`src/rtl/wb_egress_pack_pkg.sv`:
```
// Shared encodings for the Wishbone egress packer: cycle/burst types,
// FIFO word layout and controller states.
package wb_egress_pack_pkg;

    localparam logic [2:0] CTI_CLASSIC = 3'b000;
    localparam logic [2:0] CTI_CONST   = 3'b001;
    localparam logic [2:0] CTI_INCR    = 3'b010;
    localparam logic [2:0] CTI_EOB     = 3'b111;

    localparam logic [1:0] BTE_LINEAR = 2'b00;
    localparam logic [1:0] BTE_WRAP4  = 2'b01;
    localparam logic [1:0] BTE_WRAP8  = 2'b10;
    localparam logic [1:0] BTE_WRAP16 = 2'b11;

    localparam logic [1:0] WT_HDR  = 2'b10;
    localparam logic       WT_DATA = 1'b0;

    typedef enum logic [2:0] {
        IDLE  = 3'd0,
        HDR_W = 3'd1,
        WR    = 3'd2,
        RD    = 3'd3,
        ABRT  = 3'd4
    } state_t;

    function automatic logic [37:0] hdr_word(input logic we, input logic [1:0] bte,
                                             input logic [31:0] adr);
        return {WT_HDR, we, bte, 1'b0, adr};
    endfunction

    function automatic logic [37:0] data_word(input logic last, input logic [3:0] sel,
                                              input logic [31:0] dat);
        return {WT_DATA, last, sel, dat};
    endfunction

    function automatic logic is_end_cti(input logic [2:0] cti);
        return (cti == CTI_CLASSIC) || (cti == CTI_EOB);
    endfunction

endpackage

```
`src/rtl/wb_egress_pack_burst_len_dec.sv`:
```
// Maximum beats carried under one header for the current cycle/burst type.
module burst_len_dec
    import wb_egress_pack_pkg::*;
#(
    parameter int MAX_LINEAR = 16
) (
    input  logic [2:0] cti,
    input  logic [1:0] bte,
    output logic [4:0] limit
);

    always_comb begin
        limit = 5'd1;
        if (cti == CTI_INCR || cti == CTI_CONST) begin
            case (bte)
                BTE_WRAP4:  limit = 5'd4;
                BTE_WRAP8:  limit = 5'd8;
                BTE_WRAP16: limit = 5'd16;
                default:    limit = 5'(MAX_LINEAR);
            endcase
        end
    end

endmodule

```
`src/rtl/wb_egress_pack.sv`:
```
// Packs Wishbone requests into header/data words for the egress FIFO,
// splitting long bursts and closing aborted writes with a terminator word.
//
// state | meaning
// IDLE  | no burst open; header written on stb&cyc when FIFO has room
// HDR_W | request seen while FIFO full; header pending
// WR    | write burst open, pushes become data words
// RD    | read burst open, waiting for final ack or cyc drop
// ABRT  | write cut short by cyc drop; emit terminator word
module wb_egress_pack
    import wb_egress_pack_pkg::*;
#(
    parameter int MAX_LINEAR = 16
) (
    input  logic        wb_clk,
    input  logic        wb_rst,
    input  logic [31:0] adr_i,
    input  logic [31:0] dat_i,
    input  logic [3:0]  sel_i,
    input  logic        we_i,
    input  logic        stb_i,
    input  logic        cyc_i,
    input  logic [2:0]  cti_i,
    input  logic [1:0]  bte_i,
    input  logic        push_i,
    input  logic        ack_i,
    input  logic        fifo_full_i,
    output logic        stall_o,
    output logic        fifo_we_o,
    output logic [37:0] fifo_dat_o,
    output logic        err_o
);

    state_t     state, state_nx;
    logic [4:0] beat_cnt, beat_cnt_nx;
    logic [4:0] limit;
    logic       err_nx;
    logic       req;
    logic       last;

    burst_len_dec #(.MAX_LINEAR(MAX_LINEAR)) u_len_dec (
        .cti   (cti_i),
        .bte   (bte_i),
        .limit (limit)
    );

    assign req  = stb_i & cyc_i;
    assign last = is_end_cti(cti_i) || (5'(beat_cnt + 5'd1) >= limit);

    always_ff @(posedge wb_clk or posedge wb_rst) begin
        if (wb_rst) begin
            state    <= IDLE;
            beat_cnt <= 5'd0;
            err_o    <= 1'b0;
        end else begin
            state    <= state_nx;
            beat_cnt <= beat_cnt_nx;
            err_o    <= err_nx;
        end
    end

    always_comb begin
        state_nx    = state;
        beat_cnt_nx = beat_cnt;
        err_nx      = err_o;
        fifo_we_o   = 1'b0;
        fifo_dat_o  = '0;
        stall_o     = fifo_full_i;

        case (state)
            IDLE, HDR_W: begin
                if (!req) begin
                    state_nx = IDLE;
                end else begin
                    // Stall the header cycle so no beat is accepted before the burst is open.
                    stall_o = 1'b1;
                    if (fifo_full_i) begin
                        state_nx = HDR_W;
                    end else begin
                        fifo_we_o   = 1'b1;
                        fifo_dat_o  = hdr_word(we_i, bte_i, adr_i);
                        beat_cnt_nx = 5'd0;
                        state_nx    = we_i ? WR : RD;
                    end
                end
            end

            WR: begin
                if (!cyc_i) begin
                    state_nx = ABRT;
                end else if (push_i) begin
                    if (fifo_full_i) begin
                        err_nx = 1'b1;
                    end else begin
                        fifo_we_o  = 1'b1;
                        fifo_dat_o = data_word(last, sel_i, dat_i);
                        if (last) begin
                            beat_cnt_nx = 5'd0;
                            state_nx    = IDLE;
                        end else begin
                            beat_cnt_nx = beat_cnt + 5'd1;
                        end
                    end
                end
            end

            RD: begin
                if (!cyc_i || (ack_i && stb_i && is_end_cti(cti_i))) begin
                    state_nx = IDLE;
                end
            end

            ABRT: begin
                stall_o = 1'b1;
                if (!fifo_full_i) begin
                    fifo_we_o   = 1'b1;
                    fifo_dat_o  = data_word(1'b1, 4'h0, 32'h0);
                    beat_cnt_nx = 5'd0;
                    state_nx    = IDLE;
                end
            end

            default: state_nx = IDLE;
        endcase

        if (wb_rst) begin
            fifo_we_o  = 1'b0;
            fifo_dat_o = '0;
            stall_o    = 1'b1;
        end
    end

endmodule

```
`config.mk`:
```
export PLATFORM = sky130hd
export DESIGN_NAME = wb_egress_pack
export DESIGN_NICKNAME = d
export VERILOG_FILES = /design/src/rtl/wb_egress_pack_pkg.sv /design/src/rtl/wb_egress_pack_burst_len_dec.sv /design/src/rtl/wb_egress_pack.sv
export SDC_FILE = /design/constraint.sdc
export NUM_CORES = 1
export LEC_CHECK = 0
export CORE_UTILIZATION = 32
export DETAILED_ROUTE_END_ITERATION = 7
export GPL_ROUTABILITY_DRIVEN = 0
export GPL_TIMING_DRIVEN = 0
export PLACE_DENSITY_LB_ADDON = 0.1
export SLEW_MARGIN = 20
export SYNTH_ARGS = -nofsm -noshare
export SYNTH_HDL_FRONTEND = slang
export SYNTH_SLANG_ARGS = --single-unit
```
`constraint.sdc`:
```
create_clock -name wb_clk -period 6.9 [get_ports wb_clk]
set_input_delay 1.725 -clock wb_clk [delete_from_list [all_inputs] [get_ports wb_clk]]
set_output_delay 1.725 -clock wb_clk [all_outputs]
set_load 0.03 [all_outputs]
```
==> results of run 1 <==
-- synth_stat cells (all sizes together), types with 2 or more instances --
cell type / n
a21oi: 3
a22o: 3
a22oi: 35
a31oi: 2
buf: 8
clkbuf: 4
dfrtp: 9
ha: 7
inv: 4
nand2: 9
nand3: 3
nor2: 43
nor2b: 2
nor3: 2
nor4b: 2
o22a: 2
xnor2: 3
-- power by group through the flow --
stage          Clock [mW]  Combinational (mW)  Sequential [mW]
6_report           0.0625               0.129           0.0622
4_1_cts            0.0638               0.129           0.0623
5_1_grt            0.0665               0.138           0.0633
3_3_place_gp            0               0.127           0.0626
2_1_floorplan           0              0.0510           0.0670
3_5_place_dp            0               0.128           0.0631
-- flip-flops by register name, indices dropped and copies added (netlist names) --
| name | count |
|---|---|
| beat_cnt | 5 |
| state | 3 |
| err_o | 1 |
-- per-layer routing --
metal  track usage (%)  share of wire (%)  vias up
met5                 0                  0        -
met1              28.6                 39      767
met2              44.8                 52       77
met3              7.61                8.7        4
met4              3.49               0.73        0
li1                  -                  -      850
-- through the flow --
step	instances	utilization, %	worst slack (ns)	hold slack [ns]	cell area, sq um
after floorplan	161	-	1.50	0.495	1190
after global placement	328	71.0	0.625	0.451	2460
after detailed placement	328	71.0	0.588	0.478	2460
after CTS	332	72.3	0.539	0.488	2510
after global routing	332	72.3	0.311	0.513	2510
final	332	72.3	0.547	0.483	2510
-- worst min path at each step --
stage,startpoint,to,slack [ns],cells after the start
floorplan,beat_cnt[4]$_DFFE_PP0P_,beat_cnt[4]$_DFFE_PP0P_,0.49,1
global placement,err_o$_DFFE_PP0P_,err_o$_DFFE_PP0P_,0.45,1
detailed placement,err_o$_DFFE_PP0P_,err_o$_DFFE_PP0P_,0.48,1
CTS,err_o$_DFFE_PP0P_,err_o$_DFFE_PP0P_,0.49,1
global route,err_o$_DFFE_PP0P_,err_o$_DFFE_PP0P_,0.51,1
finish,err_o$_DFFE_PP0P_,err_o$_DFFE_PP0P_,0.48,1
-- critical path, stage by stage --
cell and delay (ns):
clkdlybuf4s50_1 0.45, xnor2_1 0.14, nor2_1 0.22, nand2_1 0.11, ha_1 0.31, o211ai_1 0.09
o2111ai_1 0.51, a31oi_1 0.18, nor3_1 0.19, clkdlybuf4s50_1 0.70
-- logic make-up (layout without fill, tap and decap cells) --
| group | after synthesis | count (layout) |
|---|---|---|
| xor gates and xnor gates | 4 | 4 |
| adders and majority gates | 7 | 7 |
| muxes | 1 | 1 |
| AOI/OAI and AO/OA | 55 | 55 |
| DFF | 9 | 9 |
| buffers and inverters | 16 | 141 |
| and+or+nand+nor | 69 | 69 |
-- cell type report --
class | count | area [sq um]
Buffer | 12 | 62.6
Clock buffer | 4 | 45.0
Fill cell | 299 | 960
Inverter | 4 | 15.0
Multi-Input combinational cell | 136 | 892
Sequential cell | 9 | 225
Tap cell | 46 | 57.6
Timing Repair Buffer | 121 | 1210
==> run metrics, run 1 <==
status completed; CP arrival ~4.6 ns; Yosys top cell area share around 22%; Pins Over Slew Limit 0; DR vias ~1,700; maxcap violations 0; CTS H-Tree Depth 1; antenna fix cells 0; Worst-path clk slew 0.05 ns; TritonCTS clock tree yes; Seq/Total Area, Yosys approximately a fifth; final setup violation count 0; largest net degree at the start of global routing 11; grt total ovfl 0; Worst-Skew Late Latency 0.24 ns; clock tree buffer depth 2; mux cell area share after synthesis less than 1%; Pwr Density 101 mW/mm^2; most frequent cells in the layout clkdlybuf4s50_1 (121), nor2_1 (42), a22oi_1 (35); Yosys reg bits 9; Worst slew margin roughly 60%; Synth Cell Area 0.00119 sq mm; Die H approximately 63 um; CP Class in -> out; WL final roughly 4900 um; drt initial violations ~140; Avg Cell Area, Syn approximately 7.4 sq um; leading cell types by total area after synthesis a22oi_1 (22%), dfrtp_1 (19%), nor2_1 (13%), ha_1 (7.3%), nand2_1 (2.8%); R2R depth 8; Clock Skew 0.00696 ns; r2r setup slk 4.37 ns; Reg2Reg Launch Point beat_cnt[0]$_DFFE_PP0P_; initial antenna violation count 0; Pint ~0.17 mW; synthesized instance count around 160; drt via density roughly 5.1; RSZ-0062 raised after global routing false; Die Wd ~63 um; cts repair resizes 0; crit path time final 6.35 ns; Clock power frac around a quarter; DRT antenna net count 0; Sink Count 9; Slew @ Worst Pin 0.576 ns; share of layout cells above drive strength 1 between 5 and 6%; Top FF cell, synth dfrtp_1; Initial Util around 34%; most common cell after layout, fill and taps aside clkdlybuf4s50_1; drt first pass iters 5; full die area between 0.003 and 0.004 sq mm; HPWL Detailed approximately 4000 um; Synth Area in XOR/XNOR roughly 2.9%; Residual DRC 0; FMAX 157 MHz; crit-path max FO 4; total core area between 0.003 and 0.004 sq mm; Comb power frac 50.8%; CP endpoint kind primary output; row count 21; worst min path class reg -> reg; setup TNS 0 ns; All-Layer GR Usage between 20 and 25%; yosys warns 0; leakage power between 0.9 and 1 nW; maximum vdd drop 0.0734 mV; Net Sw Frac between 30% and 40%; period utilization about 90%; Post-CTS Hold Fix Bufs 0; io pins 122; Startpoint Class primary input; Post-CTS Setup Bufs 0; post-synthesis compound-gate area fraction 36.3%; Synth Net Count about 250; crit path from cti_i[1]; CP endpoint fifo_dat_o[36]; vias in the first global route around 1,600; EDFF count, synth 0; largest family of logic cells by synthesized area compound AO/OA/AOI/OAI gates; worst r2r dst beat_cnt[2]$_DFFE_PP0P_; WL/cell roughly 15 um; Net Switching around 0.083 mW; Worst Path Required ~5.2 ns; Final Power roughly 0.25 mW; first-pass GRT wire length 7890 um; leading area contributor after synthesis a22oi_1; nets about 380; Final Hold Viols 0; ys async rst share 100%; CTS buffer count 3; port buffer count 121; root buf cell clkbuf_8; Post-Synth Adder-Cell Area approximately 7.3%; Flop pwr share between 20% and 30%; area grow syn2layout 110%; Netlist cell types 39; Synth Area in Simple Gates a little over a quarter
Power figures use the tool's default switching activity.
==> run 2: changes to the inputs <==
--- a/config.mk
+++ b/config.mk
@@ -5,11 +5,12 @@
 export SDC_FILE = /design/constraint.sdc
 export NUM_CORES = 1
 export LEC_CHECK = 0
-export CORE_UTILIZATION = 32
+export CORE_UTILIZATION = 29
 export DETAILED_ROUTE_END_ITERATION = 7
 export GPL_ROUTABILITY_DRIVEN = 0
 export GPL_TIMING_DRIVEN = 0
 export PLACE_DENSITY_LB_ADDON = 0.1
+export RECOVER_POWER = 25
 export SLEW_MARGIN = 20
 export SYNTH_ARGS = -nofsm -noshare
 export SYNTH_HDL_FRONTEND = slang
==> constraint.sdc (replaced) <==
create_clock -name wb_clk -period 6.95 [get_ports wb_clk]
set_input_delay 1.7375 -clock wb_clk [delete_from_list [all_inputs] [get_ports wb_clk]]
set_output_delay 1.7375 -clock wb_clk [all_outputs]
set_load 0.03 [all_outputs]
==> run metrics, run 2 (synthesis results as in run 1) <==
Residual DRC 0 (unchanged); Pwr Density 99.6 mW/mm^2 (-1.3%); Die H 66.2 um (+4.9%); first-pass GRT wire length 7180 um (-8.9%); Pins Over Slew Limit 0 (unchanged); Slew @ Worst Pin 0.559 ns (-0.0175 ns); All-Layer GR Usage 21.2% (-3.6 points); clock tree buffer depth 2 (unchanged); port buffer count 121 (unchanged); initial antenna violation count 0 (unchanged); final setup violation count 0 (unchanged); Worst-Skew Late Latency 0.23 ns (about the same); WL final 4830 um (-1.9%); maximum vdd drop 0.0831 mV (+13%); final worst slack 0.506 ns (-0.0404 ns); HPWL Detailed 4010 um (-0.67%); Worst slew margin 62.7% (+1.2 points); RSZ-0062 raised after global routing false; drt via density 5.19 (+1.6%); leakage power 0.946 nW (+0.12%); maxcap violations 0 (unchanged); total core area 0.00380 sq mm (+9.5%); FMAX ~160 MHz; post-route insts no fill 334 (+0.60%); TritonCTS clock tree yes; Final Power 0.250 mW (-1.3%); nets 375 (unchanged); register bank with the most flops beat_cnt; antenna fix cells 0 (unchanged); Layout Utilization 66.1% (-6.2 points); Filler cells 355 (+19%); period utilization between 90% and 100%; worst min path class reg -> reg; Initial Util 31.5% (-3.0 points); Startpoint Class primary input; setup TNS 0 ns (unchanged); drt first pass iters 4 (-1); Sink Count 9 (unchanged); CTS H-Tree Depth 1 (unchanged); crit-path max FO 4 (unchanged); cts repair resizes 0 (unchanged); Worst-path clk slew 0.05 ns (about the same); Cell Area, Placed 0.00247 sq mm (+0.10%); Placed Instances 330 (+0.61%); Die Wd 66.2 um (+4.9%); max reg flops 5 (unchanged); biggest regs beat_cnt x5, state x3, err_o x1; Worst Path Required 5.21 ns (+0.03 ns); CTS buffer count 3 (unchanged); most common cell after layout, fill and taps aside clkdlybuf4s50_1; DR vias 1,735 (+2.2%); root buf cell clkbuf_8; area grow syn2layout 110% (about the same); io pins 122 (unchanged); vias in the first global route 1,517 (-7.5%); full die area 0.00438 sq mm (+10%); most frequent cells in the layout clkdlybuf4s50_1 (117), nor2_1 (42), a22oi_1 (35); Final Hold Viols 0 (unchanged); DRT antenna net count 0 (unchanged); pre-CTS setup slack 0.595 ns (+0.00665 ns); Post-CTS Hold Fix Bufs 0 (unchanged); Post-CTS Setup Bufs 0 (unchanged); largest net degree at the start of global routing 11 (unchanged); grt total ovfl 0 (unchanged); crit path time final roughly 6.4 ns; WL/cell 14.5 um (-2.5%); share of layout cells above drive strength 1 5.59% (unchanged); Clock Skew 0.000695 ns (-0.00626 ns); CP Class in -> out; hold slack 0.481 ns (-0.00161 ns); drt initial violations 65 (-52%); CP arrival 4.71 ns (+0.08 ns); post-route cell area 0.00251 sq mm (about the same); status completed; CP endpoint kind primary output; row count 22 (+4.8%)
==> run 2: cell types whose count changed in the layout (fill, tap and decap cells not counted) <==
cell / before / now
clkdlybuf4s50_1: 121 / 117
dlygate4sd3_1: 0 / 4
==> run 2: power breakdown <==
| group | switching (mW) | total [mW] | leakage [nW] | internal, mW |
|---|---|---|---|---|
| Clock | 0.0220 | 0.0621 | 0.0228 | 0.0401 |
| Sequential | 0.00469 | 0.0617 | 0.122 | 0.0570 |
| Combinational | 0.0561 | 0.126 | 0.801 | 0.0701 |
==> run 2: final timing paths <==
kind | from | slack (ns) | cells after the start | end
worst max register to register | beat_cnt[0]$_DFFE_PP0P_ | 4.41 | 8 | beat_cnt[2]$_DFFE_PP0P_
min in group asynchronous | wb_rst | 2.00 | 2 | state[2]$_DFFE_PP0P_
worst min-delay path | err_o$_DFFE_PP0P_ | 0.48 | 1 | err_o$_DFFE_PP0P_
worst max-delay path | cti_i[1] | 0.51 | 10 | fifo_dat_o[36]
worst min register to register | err_o$_DFFE_PP0P_ | 0.48 | 1 | err_o$_DFFE_PP0P_
max in group asynchronous | wb_rst | 4.68 | 2 | beat_cnt[1]$_DFFE_PP0P_
==> run 2: cell type report <==
class / count / area [sq um] / area share [%]
multi-input cells: 136 / 892 / 35.5
plain buffers: 12 / 62.6 / 2.49
flip-flops and latches: 9 / 225 / 8.97
repair buffers: 121 / 1210 / 48.2
inverters: 4 / 15.0 / 0.598
well taps: 48 / 60.1 / 2.39
clock buffers: 4 / 45.0 / 1.79
==> run 2: metal layers <==
metal | up-vias | track usage, % | wire (um)
met3 | 14 | 5.34 | 405
li1 | 852 | - | -
met5 | - | 0 | 0
met2 | 81 | 35.5 | 2370
met1 | 788 | 25.3 | 1890
met4 | 0 | 9.04 | 167
==> run 2: worst max-delay path: stages <==
cell and delay, ns:
dlygate4sd3_1 0.58, xnor2_1 0.14, nor2_1 0.22, nand2_1 0.10
ha_1 0.30, o211ai_1 0.09, o2111ai_1 0.50, a31oi_1 0.16
nor3_1 0.19, clkdlybuf4s50_1 0.70
==> run 3: changes to the inputs <==
--- a/config.mk
+++ b/config.mk
@@ -5,12 +5,14 @@
 export SDC_FILE = /design/constraint.sdc
 export NUM_CORES = 1
 export LEC_CHECK = 0
+export CORE_MARGIN = 3
 export CORE_UTILIZATION = 29
 export DETAILED_ROUTE_END_ITERATION = 7
 export GPL_ROUTABILITY_DRIVEN = 0
 export GPL_TIMING_DRIVEN = 0
 export PLACE_DENSITY_LB_ADDON = 0.1
 export RECOVER_POWER = 25
+export SKIP_CTS_REPAIR_TIMING = 1
 export SLEW_MARGIN = 20
 export SYNTH_ARGS = -nofsm -noshare
 export SYNTH_HDL_FRONTEND = slang
==> run metrics, run 3 (synthesis results as in run 1) <==
row count 22 (unchanged); period utilization 92.8% (+0.10 points); Final Power 0.249 mW (-0.38%); total core area 0.00383 sq mm (+0.72%); Die Wd 70.2 um (+6.0%); initial antenna violation count 0 (unchanged); WP depth 10 (unchanged); vias in the first global route 1,597 (+5.3%); DRT antenna net count 0 (unchanged); register bank with the most flops beat_cnt; Clock Skew 0.00429 ns (+0.00359 ns); root buf cell clkbuf_8; Die H 70.2 um (+6.0%); port buffer count 121 (unchanged); WL final 5250 um (+8.6%); Residual DRC 0 (unchanged); Bufs and invs on worst path 2 (unchanged); TritonCTS clock tree yes; maximum vdd drop 0.122 mV (+47%); CP endpoint kind primary output; Worst-path clk slew 0.04 ns (about the same); clock tree buffer depth 2 (unchanged); nets 375 (unchanged); most frequent cells in the layout clkdlybuf4s50_1 (117), nor2_1 (42), a22oi_1 (35); Pwr Density 99.2 mW/mm^2 (-0.38%); HPWL Detailed 4290 um (+7.2%); io pins 122 (unchanged); crit-path max FO 4 (unchanged); Crit path largest cell delay 0.70 ns (about the same); CTS buffer count 3 (unchanged); antenna fix cells 0 (unchanged); Worst-Skew Late Latency 0.23 ns (about the same); FMAX 155 MHz (-0.11%); Slew @ Worst Pin 0.591 ns (+0.0319 ns); worst min path class reg -> reg; Startpoint Class primary input; biggest regs beat_cnt x5, state x3, err_o x1; max reg flops 5 (unchanged); largest net degree at the start of global routing 11 (unchanged); Worst slew margin 60.6% (-2.1 points); leakage power 0.946 nW (unchanged); full die area 0.00493 sq mm (+12%); drt initial violations 57 (-12%); drt via density 5.16 (-0.69%); grt total ovfl 0 (unchanged); RSZ-0062 raised after global routing false; Sink Count 9 (unchanged); WL/cell 15.7 um (+8.6%); setup TNS 0 ns (unchanged); final setup violation count 0 (unchanged); CTS H-Tree Depth 1 (unchanged); Worst Path Required 5.21 ns (about the same); CP Class in -> out; delay-heaviest family, CP buffers and inverters; share of layout cells above drive strength 1 5.59% (unchanged); maxcap violations 0 (unchanged); Final Hold Viols 0 (unchanged); DR vias 1,723 (-0.69%); Pins Over Slew Limit 0 (unchanged); Worst path slowest cell clkdlybuf4s50_1; crit path time final 6.45 ns (+0.00700 ns); first-pass GRT wire length 8250 um (+15%); R2R depth 8 (unchanged); area grow syn2layout 110% (unchanged); WHS Path Cells 1 (unchanged); CP Cell Sequence dlygate4sd3_1 -> xnor2_1 -> nor2_1 -> nand2_1 -> ha_1 -> o211ai_1 -> o2111ai_1 -> a31oi_1 -> nor3_1 -> clkdlybuf4s50_1; drt first pass iters 4 (unchanged); Initial Util 31.2% (-0.23 points); status completed; most common cell after layout, fill and taps aside clkdlybuf4s50_1; All-Layer GR Usage 20.3% (-0.84 points); CP arrival 4.71 ns (about the same)
[run 3: area by class of cell]
class / instances / area (sq um)
Buffer: 12 / 62.6
Clock buffer: 4 / 45.0
Fill cell: 382 / 1320
Inverter: 4 / 15.0
Multi-Input combinational cell: 136 / 892
Sequential cell: 9 / 225
Tap cell: 48 / 60.1
Timing Repair Buffer: 121 / 1210
[run 3: path summary, 6_finish.rpt]
check / slack [ns] / to / start
min in group asynchronous: 2.01 / state[0]$_DFFE_PP0P_ / wb_rst
hold reg to reg: 0.45 / err_o$_DFFE_PP0P_ / err_o$_DFFE_PP0P_
setup / recovery: 0.50 / fifo_dat_o[36] / cti_i[0]
max in group asynchronous: 4.66 / beat_cnt[1]$_DFFE_PP0P_ / wb_rst
setup reg to reg: 4.45 / beat_cnt[2]$_DFFE_PP0P_ / beat_cnt[0]$_DFFE_PP0P_
hold / removal: 0.45 / err_o$_DFFE_PP0P_ / err_o$_DFFE_PP0P_
[run 3: layer usage]
| layer | part of all wire [%] | wire length (um) | vias up | GRT usage, % |
|---|---|---|---|---|
| li1 | - | - | 851 | - |
| met1 | 40 | 2110 | 792 | 24.9 |
| met2 | 52 | 2750 | 74 | 36.3 |
| met3 | 6.1 | 318 | 6 | 4.17 |
| met4 | 1.4 | 74 | 0 | 4.26 |
| met5 | 0 | 0 | - | 0 |
[run 3: per-stage QoR]
step           setup slack [ns]  cells  utilization [%]  hold WS (ns)  cell area, sq um
2_1_floorplan              1.53    161                -         0.495              1190
3_3_place_gp              0.649    330             64.5         0.452              2470
3_5_place_dp              0.620    330             64.5         0.453              2470
4_1_cts                   0.603    334             65.6         0.463              2510
5_1_grt                   0.342    334             65.6         0.477              2510
6_report                  0.499    334             65.6         0.454              2510
[run 3: power breakdown]
group / internal (mW) / switching (mW)
clock: 0.0400 / 0.0211
combinational: 0.0702 / 0.0564
sequential: 0.0570 / 0.00435
total: 0.167 / 0.0819
==> edit, RTL diff (flow settings as in run 2) <==
Re-encode `state_t` (5 states) as one-hot, 5 bits wide.
--- a/src/rtl/wb_egress_pack_pkg.sv
+++ b/src/rtl/wb_egress_pack_pkg.sv
@@ -15,12 +15,12 @@
     localparam logic [1:0] WT_HDR  = 2'b10;
     localparam logic       WT_DATA = 1'b0;
 
-    typedef enum logic [2:0] {
-        IDLE  = 3'd0,
-        HDR_W = 3'd1,
-        WR    = 3'd2,
-        RD    = 3'd3,
-        ABRT  = 3'd4
+    typedef enum logic [4:0] {
+        IDLE  = 5'b00001,
+        HDR_W = 5'b00010,
+        WR    = 5'b00100,
+        RD    = 5'b01000,
+        ABRT  = 5'b10000
     } state_t;
 
     function automatic logic [37:0] hdr_word(input logic we, input logic [1:0] bte,
Check against the original RTL: no difference found for any inputs over 10 cycles, from zero or initial values and one cycle with wb_rst high; not proved beyond that.
==> edit against run 2 <==
- setup slack gained 0.34 ns
- sequential power up 11%
- wire length is 10% higher
- power shrank 4.0%
- synthesized area grew 13%
- synthesized cell count rose by 12%
- clock power rose by 4.3%
- largest cell class unchanged
- sequential cell count rose by 2
- cell count rose by 7.2%
- cell area grew 6.2%
- global-route usage is 0.21 points lower
- first-iteration DRC count rose by 55%
==> edit: results (changes against run 2) <==
- Total GRT Usage: 20.94% (-0.21 points)
- Final HPWL DP: 4.353 mm (+8.7%)
- Largest regs: beat_cnt x5, state x5, err_o x1
- Post-Syn Nets: 269 (+8.0%)
- Synth area leaders: a22oi_1 19%, dfrtp_1 19%, nor2_1 11%
- 1st-iter DRT viols: 101 (+55%)
- Mux contribution to synthesized area: 0% (-0.94 points)
- Gate Count Post-Synth: 181 (+12%)
- Non-filler cells in the finished layout: 358 (+7.2%)
- Worst-skew pair later-pin latency: 0.24 ns
- Worst vdd ir: 0.00008991 V (+8.1%)
- R2R depth: 9 (+1)
- Top cells by count, synth: 40 x nor2_1, 34 x a22oi_1, 17 x nand2_1
- Synth Area in Compound Gates: 28.97% (-7.4 points)
- Final net count: 395 (+5.3%)
- Post-CTS Resized: 0 (unchanged)
- Library cells used by synthesis: 44 (+13%)
- Slew @ Worst Pin: 0.4830 ns (-0.07574 ns)
- CP max stage delay: 0.70 ns (about the same)
- WL/cell: 14.90 µm (+3.0%)
- Fraction of layout cells with a size suffix above 1: 7.516% (+1.9 points)
- Global-route wire length before repair: 8.314 mm (+16%)
- FFs w/ async S/R, synth: 100.0% (unchanged)
- Leakage: 0.0009963 µW (+5.3%)
- Number of global-route vias before repair: 1618 (+6.7%)
- Critical Path AT: 4.36 ns (-0.35 ns)
- R2r setup slk: 4.52 ns (+0.11 ns)
- Worst clock skew: 0.002614 ns (+0.001919 ns)
- Status: complete, no violations
- Synth Area in Adders: 6.500% (-0.83 points)
- Post-CTS setup buffers: 0 (unchanged)
- CP startpoint: bte_i[0]
- Seq/Total Area, Yosys: 20.52% (+1.7 points)
- Number of H-tree levels: 1 (unchanged)
- Placed Area: 0.002624 mm² (+6.4%)
- Placed Cells incl. Taps: 354 (+7.3%)
- Synth Area in XOR/XNOR: 3.900% (+0.97 points)
- Pin count of the biggest net entering global routing: 13 (+2)
edit: cell count changes after synthesis, sizes merged, moves of 2 or more:
cell / before / now
a22o: 3 / 0
inv: 4 / 6
nand2: 9 / 17
xor2: 1 / 3
and2: 0 / 2
buf: 8 / 11
nor2: 43 / 40
clkbuf: 4 / 1
o21ai: 1 / 8
o22a: 2 / 0
nand2b: 1 / 3
edit: how the worst min path moves through the flow:
stage	start	endpoint	slack (ns)
6_report	err_o	err_o	0.46
5_1_grt	err_o	err_o	0.50
4_1_cts	err_o	err_o	0.47
3_5_place_dp	err_o	err_o	0.46
3_3_place_gp	err_o	err_o	0.46
2_1_floorplan	beat_cnt[4]	beat_cnt[4]	0.47
edit: metrics by stage:
stage | setup slack (ns) | hold slack (ns)
global placement | 0.8598 | 0.4555
floorplan | 1.878 | 0.4704
global route | 0.6754 | 0.4988
finish | 0.8507 | 0.4641
detailed placement | 0.8743 | 0.4615
CTS | 0.8510 | 0.4727
edit: critical path: cells and delay by family:
family | cells | cell delay [ns]
buffers and inverters | 3 | 1.27
AOI/OAI and AO/OA | 4 | 0.72
adders and majority gates | 2 | 0.58
and+or+nand+nor | 1 | 0.06
edit: logic make-up after synthesis:
| group | count (synthesis) |
|---|---|
| buf+inv | 18 |
| simple gates | 85 |
| flops | 11 |
| compound gates | 54 |
| xor+xnor | 6 |
| fa+ha+maj | 7 |
edit: metal layers:
metal | GRT usage (%) | share of wire (%) | vias to the layer above
met4 | 3.111 | 0.45 | 0
met2 | 38.14 | 51 | 67
met1 | 25.82 | 42 | 812
met3 | 4.040 | 6.3 | 4
li1 | - | - | 907
met5 | 0 | 0 | -
edit: final cells by class:
| cell class | count | area (µm²) |
|---|---|---|
| Buffer | 12 | 93.84 |
| Clock buffer | 4 | 45.04 |
| Fill cell | 429 | 1747 |
| Inverter | 6 | 22.52 |
| Multi-Input combinational cell | 152 | 953.4 |
| Sequential cell | 11 | 276.5 |
| Tap cell | 52 | 65.06 |
| Timing Repair Buffer | 121 | 1211 |
edit: report_power, final:
group	total, µW	internal (µW)	switching [µW]
Clock	64.8	40.3	24.5
Sequential	68.3	66.2	2.06
Combinational	107	61.5	45.4
